`src/rtl/cmd_resp_bridge.sv`:
```
// cmd_resp_bridge
// Host-facing end of the 16-bit command / 8-bit response protocol.
// Assembles two UART rx bytes (high byte first) into cmd and holds cmd_rdy
// until cmd_cfg ends processing by asserting clr_cmd_rdy. Response bytes
// pushed by cmd_cfg are queued in a small FIFO and handed to the UART tx.
//
// Optional feature macro: CMD_BYTE_TIMEOUT_EN
//   defined   : a partial command (high byte only) is discarded after
//               TIMEOUT_CYCLES clk cycles without a low byte; rx_timeout pulses
//   undefined : RX_LOW waits indefinitely; rx_timeout tied 0
//
// Ports:
//   clk          system clock
//   clr_cmd_rdy  asynchronous active-high reset (end of command processing)
//   rx_rdy       UART rx byte valid (level)      rx_data   UART rx byte
//   clr_rx_rdy   one-cycle rx byte acknowledge
//   cmd          assembled command               cmd_rdy   command valid
//   resp         response byte                   send_resp response push strobe
//   resp_sent    one-cycle pulse per transmitted byte
//   trmt         one-cycle UART tx start         tx_data   byte to transmit
//   tx_done      UART tx finished current byte
//   resp_ovf     sticky: a response push was dropped
//   rx_timeout   one-cycle pulse: partial command discarded
module cmd_resp_bridge #(
    parameter int unsigned RESP_DEPTH     = 4,
    parameter int unsigned TIMEOUT_CYCLES = 5000000
) (
    input  logic        clk,
    input  logic        clr_cmd_rdy,
    input  logic        rx_rdy,
    input  logic [7:0]  rx_data,
    output logic        clr_rx_rdy,
    output logic [15:0] cmd,
    output logic        cmd_rdy,
    input  logic [7:0]  resp,
    input  logic        send_resp,
    output logic        resp_sent,
    output logic        trmt,
    output logic [7:0]  tx_data,
    input  logic        tx_done,
    output logic        resp_ovf,
    output logic        rx_timeout
);

    localparam int unsigned AW = $clog2(RESP_DEPTH);
    localparam int unsigned CW = AW + 1;
    localparam logic [CW-1:0] DEPTH_C = CW'(RESP_DEPTH);

    localparam logic [1:0] RX_HIGH = 2'd0;
    localparam logic [1:0] RX_LOW  = 2'd1;
    localparam logic [1:0] RX_HOLD = 2'd2;

    localparam logic [0:0] TX_IDLE = 1'b0;
    localparam logic [0:0] TX_BUSY = 1'b1;

    // Elaboration-time parameter sanity check
    if (RESP_DEPTH < 2 || (RESP_DEPTH & (RESP_DEPTH - 1)) != 0 || TIMEOUT_CYCLES < 1) begin : g_bad_param
        $error("cmd_resp_bridge: RESP_DEPTH must be a power of 2 >= 2 and TIMEOUT_CYCLES >= 1");
    end

    // ------------------------------------------------------------------
    // Receive path
    // ------------------------------------------------------------------
    logic [1:0]  rx_state, rx_state_n;
    logic [15:0] cmd_n;
    logic        cmd_rdy_n;
    logic        clr_rx_rdy_n;
    logic        capture;

`ifdef CMD_BYTE_TIMEOUT_EN
    localparam int unsigned TMO_W = (TIMEOUT_CYCLES > 1) ? $clog2(TIMEOUT_CYCLES) : 1;
    localparam logic [TMO_W-1:0] TMO_LAST = TMO_W'(TIMEOUT_CYCLES - 1);

    logic [TMO_W-1:0] tmo_cnt, tmo_cnt_n;
    logic             rx_timeout_n;
`endif

    // The clr_rx_rdy term blocks a second capture while the UART is still
    // dropping rx_rdy in response to our acknowledge.
    assign capture = rx_rdy && !clr_rx_rdy && (rx_state != RX_HOLD);

    // Receive next-state and output logic
    always_comb begin
        rx_state_n   = rx_state;
        cmd_n        = cmd;
        cmd_rdy_n    = cmd_rdy;
        clr_rx_rdy_n = 1'b0;
`ifdef CMD_BYTE_TIMEOUT_EN
        tmo_cnt_n    = tmo_cnt;
        rx_timeout_n = 1'b0;
`endif
        case (rx_state)
            RX_HIGH: begin
                if (capture) begin
                    cmd_n[15:8]  = rx_data;
                    clr_rx_rdy_n = 1'b1;
                    rx_state_n   = RX_LOW;
`ifdef CMD_BYTE_TIMEOUT_EN
                    tmo_cnt_n    = '0;
`endif
                end
            end
            RX_LOW: begin
                if (capture) begin
                    cmd_n[7:0]   = rx_data;
                    cmd_rdy_n    = 1'b1;
                    clr_rx_rdy_n = 1'b1;
                    rx_state_n   = RX_HOLD;
`ifdef CMD_BYTE_TIMEOUT_EN
                end else if (tmo_cnt == TMO_LAST) begin
                    cmd_n[15:8]  = 8'h00;
                    rx_timeout_n = 1'b1;
                    rx_state_n   = RX_HIGH;
                end else begin
                    tmo_cnt_n    = tmo_cnt + TMO_W'(1);
`endif
                end
            end
            RX_HOLD: begin
                // Hold command until cmd_cfg resets us; bytes wait in the UART.
            end
            default: begin
                rx_state_n = RX_HIGH;
            end
        endcase
    end

    // Receive state and output registers
    always_ff @(posedge clk or posedge clr_cmd_rdy) begin
        if (clr_cmd_rdy) begin
            rx_state   <= RX_HIGH;
            cmd        <= 16'h0000;
            cmd_rdy    <= 1'b0;
            clr_rx_rdy <= 1'b0;
        end else begin
            rx_state   <= rx_state_n;
            cmd        <= cmd_n;
            cmd_rdy    <= cmd_rdy_n;
            clr_rx_rdy <= clr_rx_rdy_n;
        end
    end

`ifdef CMD_BYTE_TIMEOUT_EN
    // Partial-command timeout registers
    always_ff @(posedge clk or posedge clr_cmd_rdy) begin
        if (clr_cmd_rdy) begin
            tmo_cnt    <= '0;
            rx_timeout <= 1'b0;
        end else begin
            tmo_cnt    <= tmo_cnt_n;
            rx_timeout <= rx_timeout_n;
        end
    end
`else
    assign rx_timeout = 1'b0;
`endif

    // ------------------------------------------------------------------
    // Response FIFO and transmit path
    // ------------------------------------------------------------------
    logic [7:0]    mem [RESP_DEPTH];
    logic [AW-1:0] wr_ptr, rd_ptr;
    logic [CW-1:0] count, count_n;
    logic          push, pop;
    logic          resp_ovf_n;

    logic [0:0]    tx_state, tx_state_n;
    logic          trmt_n;
    logic          resp_sent_n;
    logic [7:0]    tx_data_n;

    // A pop in the same cycle frees a slot, so a full FIFO still accepts.
    assign pop  = (tx_state == TX_IDLE) && (count != '0);
    assign push = send_resp && ((count < DEPTH_C) || pop);

    // FIFO occupancy and overflow flag
    always_comb begin
        count_n    = count;
        resp_ovf_n = resp_ovf;
        case ({push, pop})
            2'b10:   count_n = count + CW'(1);
            2'b01:   count_n = count - CW'(1);
            default: count_n = count;
        endcase
        if (send_resp && !push) begin
            resp_ovf_n = 1'b1;
        end
    end

    // Transmit next-state and output logic
    always_comb begin
        tx_state_n  = tx_state;
        trmt_n      = 1'b0;
        resp_sent_n = 1'b0;
        tx_data_n   = tx_data;
        case (tx_state)
            TX_IDLE: begin
                if (pop) begin
                    tx_data_n  = mem[rd_ptr];
                    trmt_n     = 1'b1;
                    tx_state_n = TX_BUSY;
                end
            end
            TX_BUSY: begin
                if (tx_done) begin
                    resp_sent_n = 1'b1;
                    tx_state_n  = TX_IDLE;
                end
            end
            default: begin
                tx_state_n = TX_IDLE;
            end
        endcase
    end

    // Transmit state, FIFO pointers and output registers
    always_ff @(posedge clk or posedge clr_cmd_rdy) begin
        if (clr_cmd_rdy) begin
            tx_state  <= TX_IDLE;
            wr_ptr    <= '0;
            rd_ptr    <= '0;
            count     <= '0;
            resp_ovf  <= 1'b0;
            trmt      <= 1'b0;
            resp_sent <= 1'b0;
            tx_data   <= 8'h00;
        end else begin
            tx_state  <= tx_state_n;
            count     <= count_n;
            resp_ovf  <= resp_ovf_n;
            trmt      <= trmt_n;
            resp_sent <= resp_sent_n;
            tx_data   <= tx_data_n;
            if (push) begin
                wr_ptr <= wr_ptr + AW'(1);
            end
            if (pop) begin
                rd_ptr <= rd_ptr + AW'(1);
            end
        end
    end

    // FIFO storage; contents are don't-care while empty, so no reset
    always_ff @(posedge clk) begin
        if (push) begin
            mem[wr_ptr] <= resp;
        end
    end

endmodule

```
`config.mk`:
```
export PLATFORM = sky130hd
export DESIGN_NAME = cmd_resp_bridge
export DESIGN_NICKNAME = d
export VERILOG_FILES = /design/src/rtl/cmd_resp_bridge.sv
export SDC_FILE = /design/constraint.sdc
export NUM_CORES = 1
export LEC_CHECK = 0
export ABC_AREA = 0
export CAP_MARGIN = 20
export CORE_MARGIN = 4
export CORE_UTILIZATION = 58
export CTS_BUF_LIST = sky130_fd_sc_hd__clkbuf_8
export CTS_CLUSTER_DIAMETER = 200
export DETAILED_ROUTE_END_ITERATION = 7
export PLACE_DENSITY = 0.92
export RECOVER_POWER = 100
export SETUP_SLACK_MARGIN = 0.02
export SLEW_MARGIN = 25
export SYNTH_ARGS = -nofsm -noshare
export SYNTH_HDL_FRONTEND = slang
export SYNTH_SLANG_ARGS = --single-unit
export TNS_END_PERCENT = 20
```
`constraint.sdc`:
```
create_clock -name clk -period 4.6 [get_ports clk]
set_clock_uncertainty 0.1 [all_clocks]
set_input_delay 1.15 -clock clk [delete_from_list [all_inputs] [get_ports clk]]
set_output_delay 1.15 -clock clk [all_outputs]
set_load 0.05 [all_outputs]
```
==> results of run 1 <==
==> logic make-up (layout without fill, tap and decap cells) <==
group / Yosys count / after routing
DFF: 71 / 71
xor gates and xnor gates: 7 / 7
buffers and inverters: 10 / 71
muxes: 34 / 34
and+or+nand+nor: 16 / 16
adders and majority gates: 6 / 6
AOI/OAI and AO/OA: 4 / 4
other: 1 / 1
==> synth_stat cells <==
master and count:
dfrtp_1 39, edfxtp_1 32, mux2_1 17, mux2_4 8, mux4_2 8, and2_1 6, ha_1 5, inv_1 5
xnor2_1 4, buf_4 3, xor2_1 3, nor2_1 2, nor2b_1 2, nor3b_2 2, a21boi_1 1, a21oi_1 1
a31o_1 1, buf_6 1, clkbuf_1 1, conb_1 1, fa_1 1, mux2_2 1, nand2_1 1, nor2_4 1
nor3_2 1, o21ai_1 1, or2_1 1
==> registers in the layout (all words and copies together) (netlist names) <==
signal      count
clr_rx_rdy      1
cmd            16
cmd_rdy         1
count           3
mem            32
rd_ptr          2
resp_ovf        1
resp_sent       1
rx_state        2
trmt            1
tx_data         8
tx_state        1
wr_ptr          2
==> metrics by stage <==
step	area, sq um	std cells	hold WS (ns)	total power [uW]	utilization (%)
3_5_place_dp	3310	246	0.365	2230	73.5
6_report	3460	262	0.370	2610	76.8
3_3_place_gp	3310	246	0.346	2160	73.5
2_1_floorplan	2780	149	0.337	1850	-
5_1_grt	3460	262	0.392	2740	76.8
4_1_cts	3510	262	0.377	2740	77.9
==> cells in the final DEF, fill, tap and decap left out, drive strengths merged, types with 4 or more instances in the layout <==
master	instances
dlygate4sd3	41
dfrtp	39
edfxtp	32
mux2	26
clkbuf	12
mux4	8
clkdlybuf4s50	8
inv	8
and2	6
ha	5
xnor2	4
==> power breakdown <==
part / total, uW / leakage (uW) / internal [uW] / switching [uW]
logic: 1090 / 0.000498 / 404 / 686
clock network: 492 / 0.000110 / 275 / 217
registers: 1030 / 0.000749 / 881 / 151
total: 2610 / 0.00136 / 1560 / 1050
==> worst reg2reg max path, stage by stage, from the launching register on <==
cell and delay [ns]:
dfrtp_1 0.43, nor3_1 0.13, nor2_1 0.80, ha_1 0.36
fa_1 0.46, mux2_1 0.32
==> how the worst min path moves through the flow <==
stage | start | end | cells past startpoint
finish | cmd_rdy$_DFFE_PP0P_ | cmd_rdy$_DFFE_PP0P_ | 1
global route | cmd_rdy$_DFFE_PP0P_ | cmd_rdy$_DFFE_PP0P_ | 1
CTS | cmd_rdy$_DFFE_PP0P_ | cmd_rdy$_DFFE_PP0P_ | 1
detailed placement | resp_ovf$_DFFE_PP0P_ | resp_ovf$_DFFE_PP0P_ | 1
global placement | cmd_rdy$_DFFE_PP0P_ | cmd_rdy$_DFFE_PP0P_ | 1
floorplan | rx_state[1]$_DFFE_PP0P_ | rx_state[0]$_DFFE_PP0P_ | 1
==> per-layer routing <==
| layer | track usage, % | routed length (microns) | vias up |
|---|---|---|---|
| met2 | 35.7 | 2970 | 63 |
| met4 | 10.7 | 162 | 0 |
| met3 | 5.74 | 287 | 17 |
| met5 | 0 | 0 | - |
| met1 | 22.7 | 2030 | 777 |
| li1 | - | - | 647 |
==> layout make-up <==
cell class	count	area, sq um
multi-input combinational	68	743
inverter	5	18.8
clock buffer	11	151
tap	52	65.1
sequential	71	1940
fill	250	1050
clock inverter	5	47.5
timing repair buffer	50	494
==> metrics.txt, run 1 <==
die area=5970 sq um; initial antenna violation count=0; Clock Tree Buf Depth=2; Layout area overhead=24.2%; max_cap viols=1; min-delay worst type=reg2reg; Critical Path Slowest Stage Cell=a21boi_0; Tmin final=3.33 ns; hold buffer count at cts=0; largest net degree at the start of global routing=40; CTS tree=done; starting density of the core=61.8%; RSZ-0062 raised after global routing=no; Worst Path Buf+Inv=2; Worst Path Class, Setup=in2reg; Reg-to-Reg End=count[1]$_DFFE_PP0P_; Leakage=0.00136 uW; number of synthesized register bits=71; largest family of logic cells by synthesized area=multiplexers; reg2reg setup slack=1.89 ns; wirelength, routed=5450 microns; hpwl dp=3810 microns; Inserted Clock Buffers=9; Remaining DRCs=0; die height=77.3 microns; drt wl/cell=20.8 microns; Worst-Skew Late Latency=0.33 ns; via-per-instance ratio=5.74; Mapped Area=2780 sq um; Antenna Violating Nets Remaining=0; CP endpoint kind=flop; synth unique cells=27; Num Clock Sinks=71; Critical Path, Cell by Cell=dlygate4sd3_1 -> a21boi_0 -> inv_1 -> ha_1 -> fa_1 -> xnor2_1 -> nor2_1 -> xor2_1; vias in the first global route=1670; WP data required=4.75 ns; adder-cell share of the synthesized area=2.97%; clk root buf=clkbuf_8; violated checks=max-capacitance violations, max-slew violations; first-pass GRT wire length=8980 microns; via count=1504; total gr overflow=0; Synth top area share=35.1%; post-synthesis simple-gate area fraction=4.09%; Reg2Reg Depth=5; I/O Buffers=49; delay of the slowest cell on the worst path=0.60 ns; WP data arrival=3.49 ns; RD Place Congestion=0.714; DP Worst Slack=1.17 ns; H-tree depth=3; status=finished with violations; fraction of final layout cells sized beyond drive strength 1=13.3%; setup TNS=0 ns; xor-xnor portion of the synthesized cell area=2.20%; worst vdd ir=365 uV; CP Launch Type=input pin; NumNets Final=232; syn_nets=176; Tcrit/Tclk final=72.4%; Diodes inserted=0; Syn Inst Count=149; Hold Vio Cnt, Final=0; mean post-synth cell area=18.7 sq um; CP Depth=8; clock slew seen by the registers of the worst setup and hold paths=0.07 ns; DIE WIDTH=77.3 microns; final setup fails=0; Iteration-0 DRC Markers=65; I/O pin cnt=51; Crit Path Max Fanout=8; number of setup buffers added after CTS=0; P per Cell Area=756 nW/um^2; fmax=300 MHz; critical path endpoint=count[2]$_DFFE_PP0P_; row count=24; post-cts sizing count=0; sequential area share after synthesis=69.6%; reg-to-reg startpoint=count[0]$_DFFE_PP0P_; post-synth top area cell=dfrtp_1; Top Family by Delay on Critical Path=buffers and inverters; First-pass DRT Iterations=4; Core Box Area=4500 sq um; post-route worst setup slack=1.27 ns; mux contribution to synthesized area=18.1%; Max Slew Vio Count=40; Worst Max-Slew Pin Slew=2.06 ns; total global-route track usage=20.5%; ranking of synthesized cells by area=dfrtp_1, edfxtp_1, mux2_1; synth warn=0; Compound-Gate Fraction of Synth Area=0.944%; Max-slew headroom=-37.5%; worst setup path start=send_resp
Note: power is estimated with default switching activity, not from simulation.
==> run 2, diff against run 1 <==
--- a/config.mk
+++ b/config.mk
@@ -8,11 +8,11 @@
 export ABC_AREA = 0
 export CAP_MARGIN = 20
 export CORE_MARGIN = 4
-export CORE_UTILIZATION = 58
+export CORE_UTILIZATION = 54
 export CTS_BUF_LIST = sky130_fd_sc_hd__clkbuf_8
 export CTS_CLUSTER_DIAMETER = 200
 export DETAILED_ROUTE_END_ITERATION = 7
-export PLACE_DENSITY = 0.92
+export PLACE_DENSITY = 0.87
 export RECOVER_POWER = 100
 export SETUP_SLACK_MARGIN = 0.02
 export SLEW_MARGIN = 25
==> constraint.sdc (replaced) <==
create_clock -name clk -period 3.5 [get_ports clk]
set_clock_uncertainty 0.1 [all_clocks]
set_input_delay 0.875 -clock clk [delete_from_list [all_inputs] [get_ports clk]]
set_output_delay 0.875 -clock clk [all_outputs]
set_load 0.05 [all_outputs]
==> run 2 against run 1 <==
Effect of this change:
- sequential cell count stayed put
- highest routed layer unchanged
- largest cell class unchanged
- the run now ends clean
- critical path depth increased by 1
- largest power group unchanged
- sequential power is 31% higher
- power increased by 31%
- design area grew 0.65%
- global-route usage fell by 2.9 points
- critical path type unchanged
==> metrics.txt, run 2 (synthesized netlist as in run 1, its figures left out) <==
status=finished clean; total global-route track usage=17.6%; first-pass GRT wire length=8000 microns; most common cell after layout, fill and taps aside=dlygate4sd3_1; CP endpoint kind=flop; row count=25; fmax=347 MHz; Remaining DRCs=0; final setup fails=0; Reg power frac=39.5%; worst vdd ir=640 uV; hpwl dp=3480 microns; NumNets Final=233; Worst Max-Slew Pin Slew=1.06 ns; Hold Vio Cnt, Final=0; clock slew seen by the registers of the worst setup and hold paths=0.07 ns; Worst-Skew Late Latency=0.33 ns; CTS tree=done; Layout area overhead=25.0%; Core Box Area=4850 sq um; Tmin final=2.88 ns; max reg flops=32; Tcrit/Tclk final=82.4%; Iteration-0 DRC Markers=61; Max Slew Vio Count=0; initial antenna violation count=0; Critical Path, Cell by Cell=dlygate4sd3_1 -> a21boi_0 -> clkbuf_1 -> inv_1 -> ha_1 -> fa_1 -> xnor2_1 -> nor2_1 -> xor2_1; wirelength, routed=4930 microns; Worst Path Class, Setup=in2reg; register area=1940 sq um; RSZ-0062 raised after global routing=no; Pint=2070 uW; largest register by flop count=mem; First-pass DRT Iterations=4; via-per-instance ratio=5.18; Fillers=311; switching part of the total=39.3%; die height=79.8 microns; area of the multi-input gates=738 sq um; I/O pin cnt=51; Antenna Violating Nets Remaining=0; Pwr Total=3420 uW; Crit Path Max Fanout=8; starting density of the core=57.4%; clk root buf=clkbuf_8; WP data required=3.65 ns; total gr overflow=0; fraction of final layout cells sized beyond drive strength 1=12.3%; Clock Power Share=19.6%; I/O Buffers=49; Diodes inserted=0; largest net degree at the start of global routing=22; hold buffer count at cts=0; Clock Tree Buf Depth=2; Leakage=0.00136 uW; max_cap viols=0; worst hold slack=0.370 ns; drt wl/cell=17.7 microns; DIE WIDTH=79.8 microns; Psw=1340 uW; number of setup buffers added after CTS=0; vias in the first global route=1579; post-cts sizing count=0; H-tree depth=3; die area=6370 sq um; combinational group share of total power=40.9%; commonest cells after routing, fill and taps aside=dlygate4sd3_1, dfrtp_1, edfxtp_1; Num Clock Sinks=71; Inserted Clock Buffers=9; RD Place Congestion=0.744; biggest regs=mem (32), cmd (16), tx_data (8); CP Launch Type=input pin; via count=1441; Critical Path Slowest Stage Cell=dlygate4sd3_1; delay of the slowest cell on the worst path=0.55 ns; Max-slew headroom=29.1%; min-delay worst type=reg2reg; WP data arrival=3.03 ns; setup TNS=0 ns; P per Cell Area=982 nW/um^2
## run 2: changes by cell type in the layout (fill, tap and decap cells not counted)
cell       before  now
nor3b_1         1    2
clkinv_1        1    2
clkinv_2        0    1
inv_4           1    0
bufinv_16       1    2
nor3b_2         1    0
clkbuf_8       11    9
clkbuf_1        1    2
## run 2: power groups by stage
stage	Clock, uW	Sequential (uW)	Combinational, uW
global route	730	1390	1470
finish	670	1350	1400
global placement	0	1350	1490
detailed placement	0	1380	1540
CTS	684	1370	1550
floorplan	0	1840	596
## run 2: layer usage
layer / GRT usage, % / part of all wire (%) / wire length, microns / vias up
met5: 0 / 0 / 0 / -
met3: 4.97 / 5.1 / 252 / 8
met4: 8.11 / 1.2 / 59 / 0
met2: 32.1 / 56 / 2750 / 41
li1: - / - / - / 653
met1: 18.7 / 38 / 1860 / 739
## run 2: path summary, 6_finish.rpt
| kind | from | to | slack [ns] | cells past startpoint |
|---|---|---|---|---|
| max in group asynchronous | clr_cmd_rdy | tx_data[4]$_DFFE_PP0P_ | 0.87 | 3 |
| min | rx_state[1]$_DFFE_PP0P_ | rx_state[0]$_DFFE_PP0P_ | 0.37 | 1 |
| min reg2reg | rx_state[1]$_DFFE_PP0P_ | rx_state[0]$_DFFE_PP0P_ | 0.37 | 1 |
| max reg2reg | count[0]$_DFFE_PP0P_ | count[1]$_DFFE_PP0P_ | 0.94 | 5 |
| max | send_resp | count[2]$_DFFE_PP0P_ | 0.62 | 9 |
| min in group asynchronous | clr_cmd_rdy | cmd[5]$_DFFE_PP0P_ | 1.00 | 2 |
## run 2: critical path, delay by kind of cell
kind                       cells  cell delay [ns]
AOI/OAI and AO/OA              1             0.19
xor gates and xnor gates       2             0.31
adders and majority gates      2             0.63
buffers and inverters          3             0.91
and+or+nand+nor                1             0.11
## run 2: area by class of cell
type                            count  area share [%]
Clock inverter                      7            2.30
Tap cell                           67            2.41
Multi-Input combinational cell     68            21.2
Sequential cell                    71            55.7
Inverter                            5           0.539
Timing Repair Buffer               51            14.3
Clock buffer                        9            3.56
## run 2: stage by stage
stage                     setup WS, ns  cells  util [%]  area (sq um)
after detailed placement         0.563    262      68.8          3340
after global placement           0.640    262      68.8          3340
after CTS                        0.884    278      73.0          3540
final                            0.617    278      71.8          3480
after global routing             0.498    278      71.8          3480
after floorplan                   1.04    149         -          2780
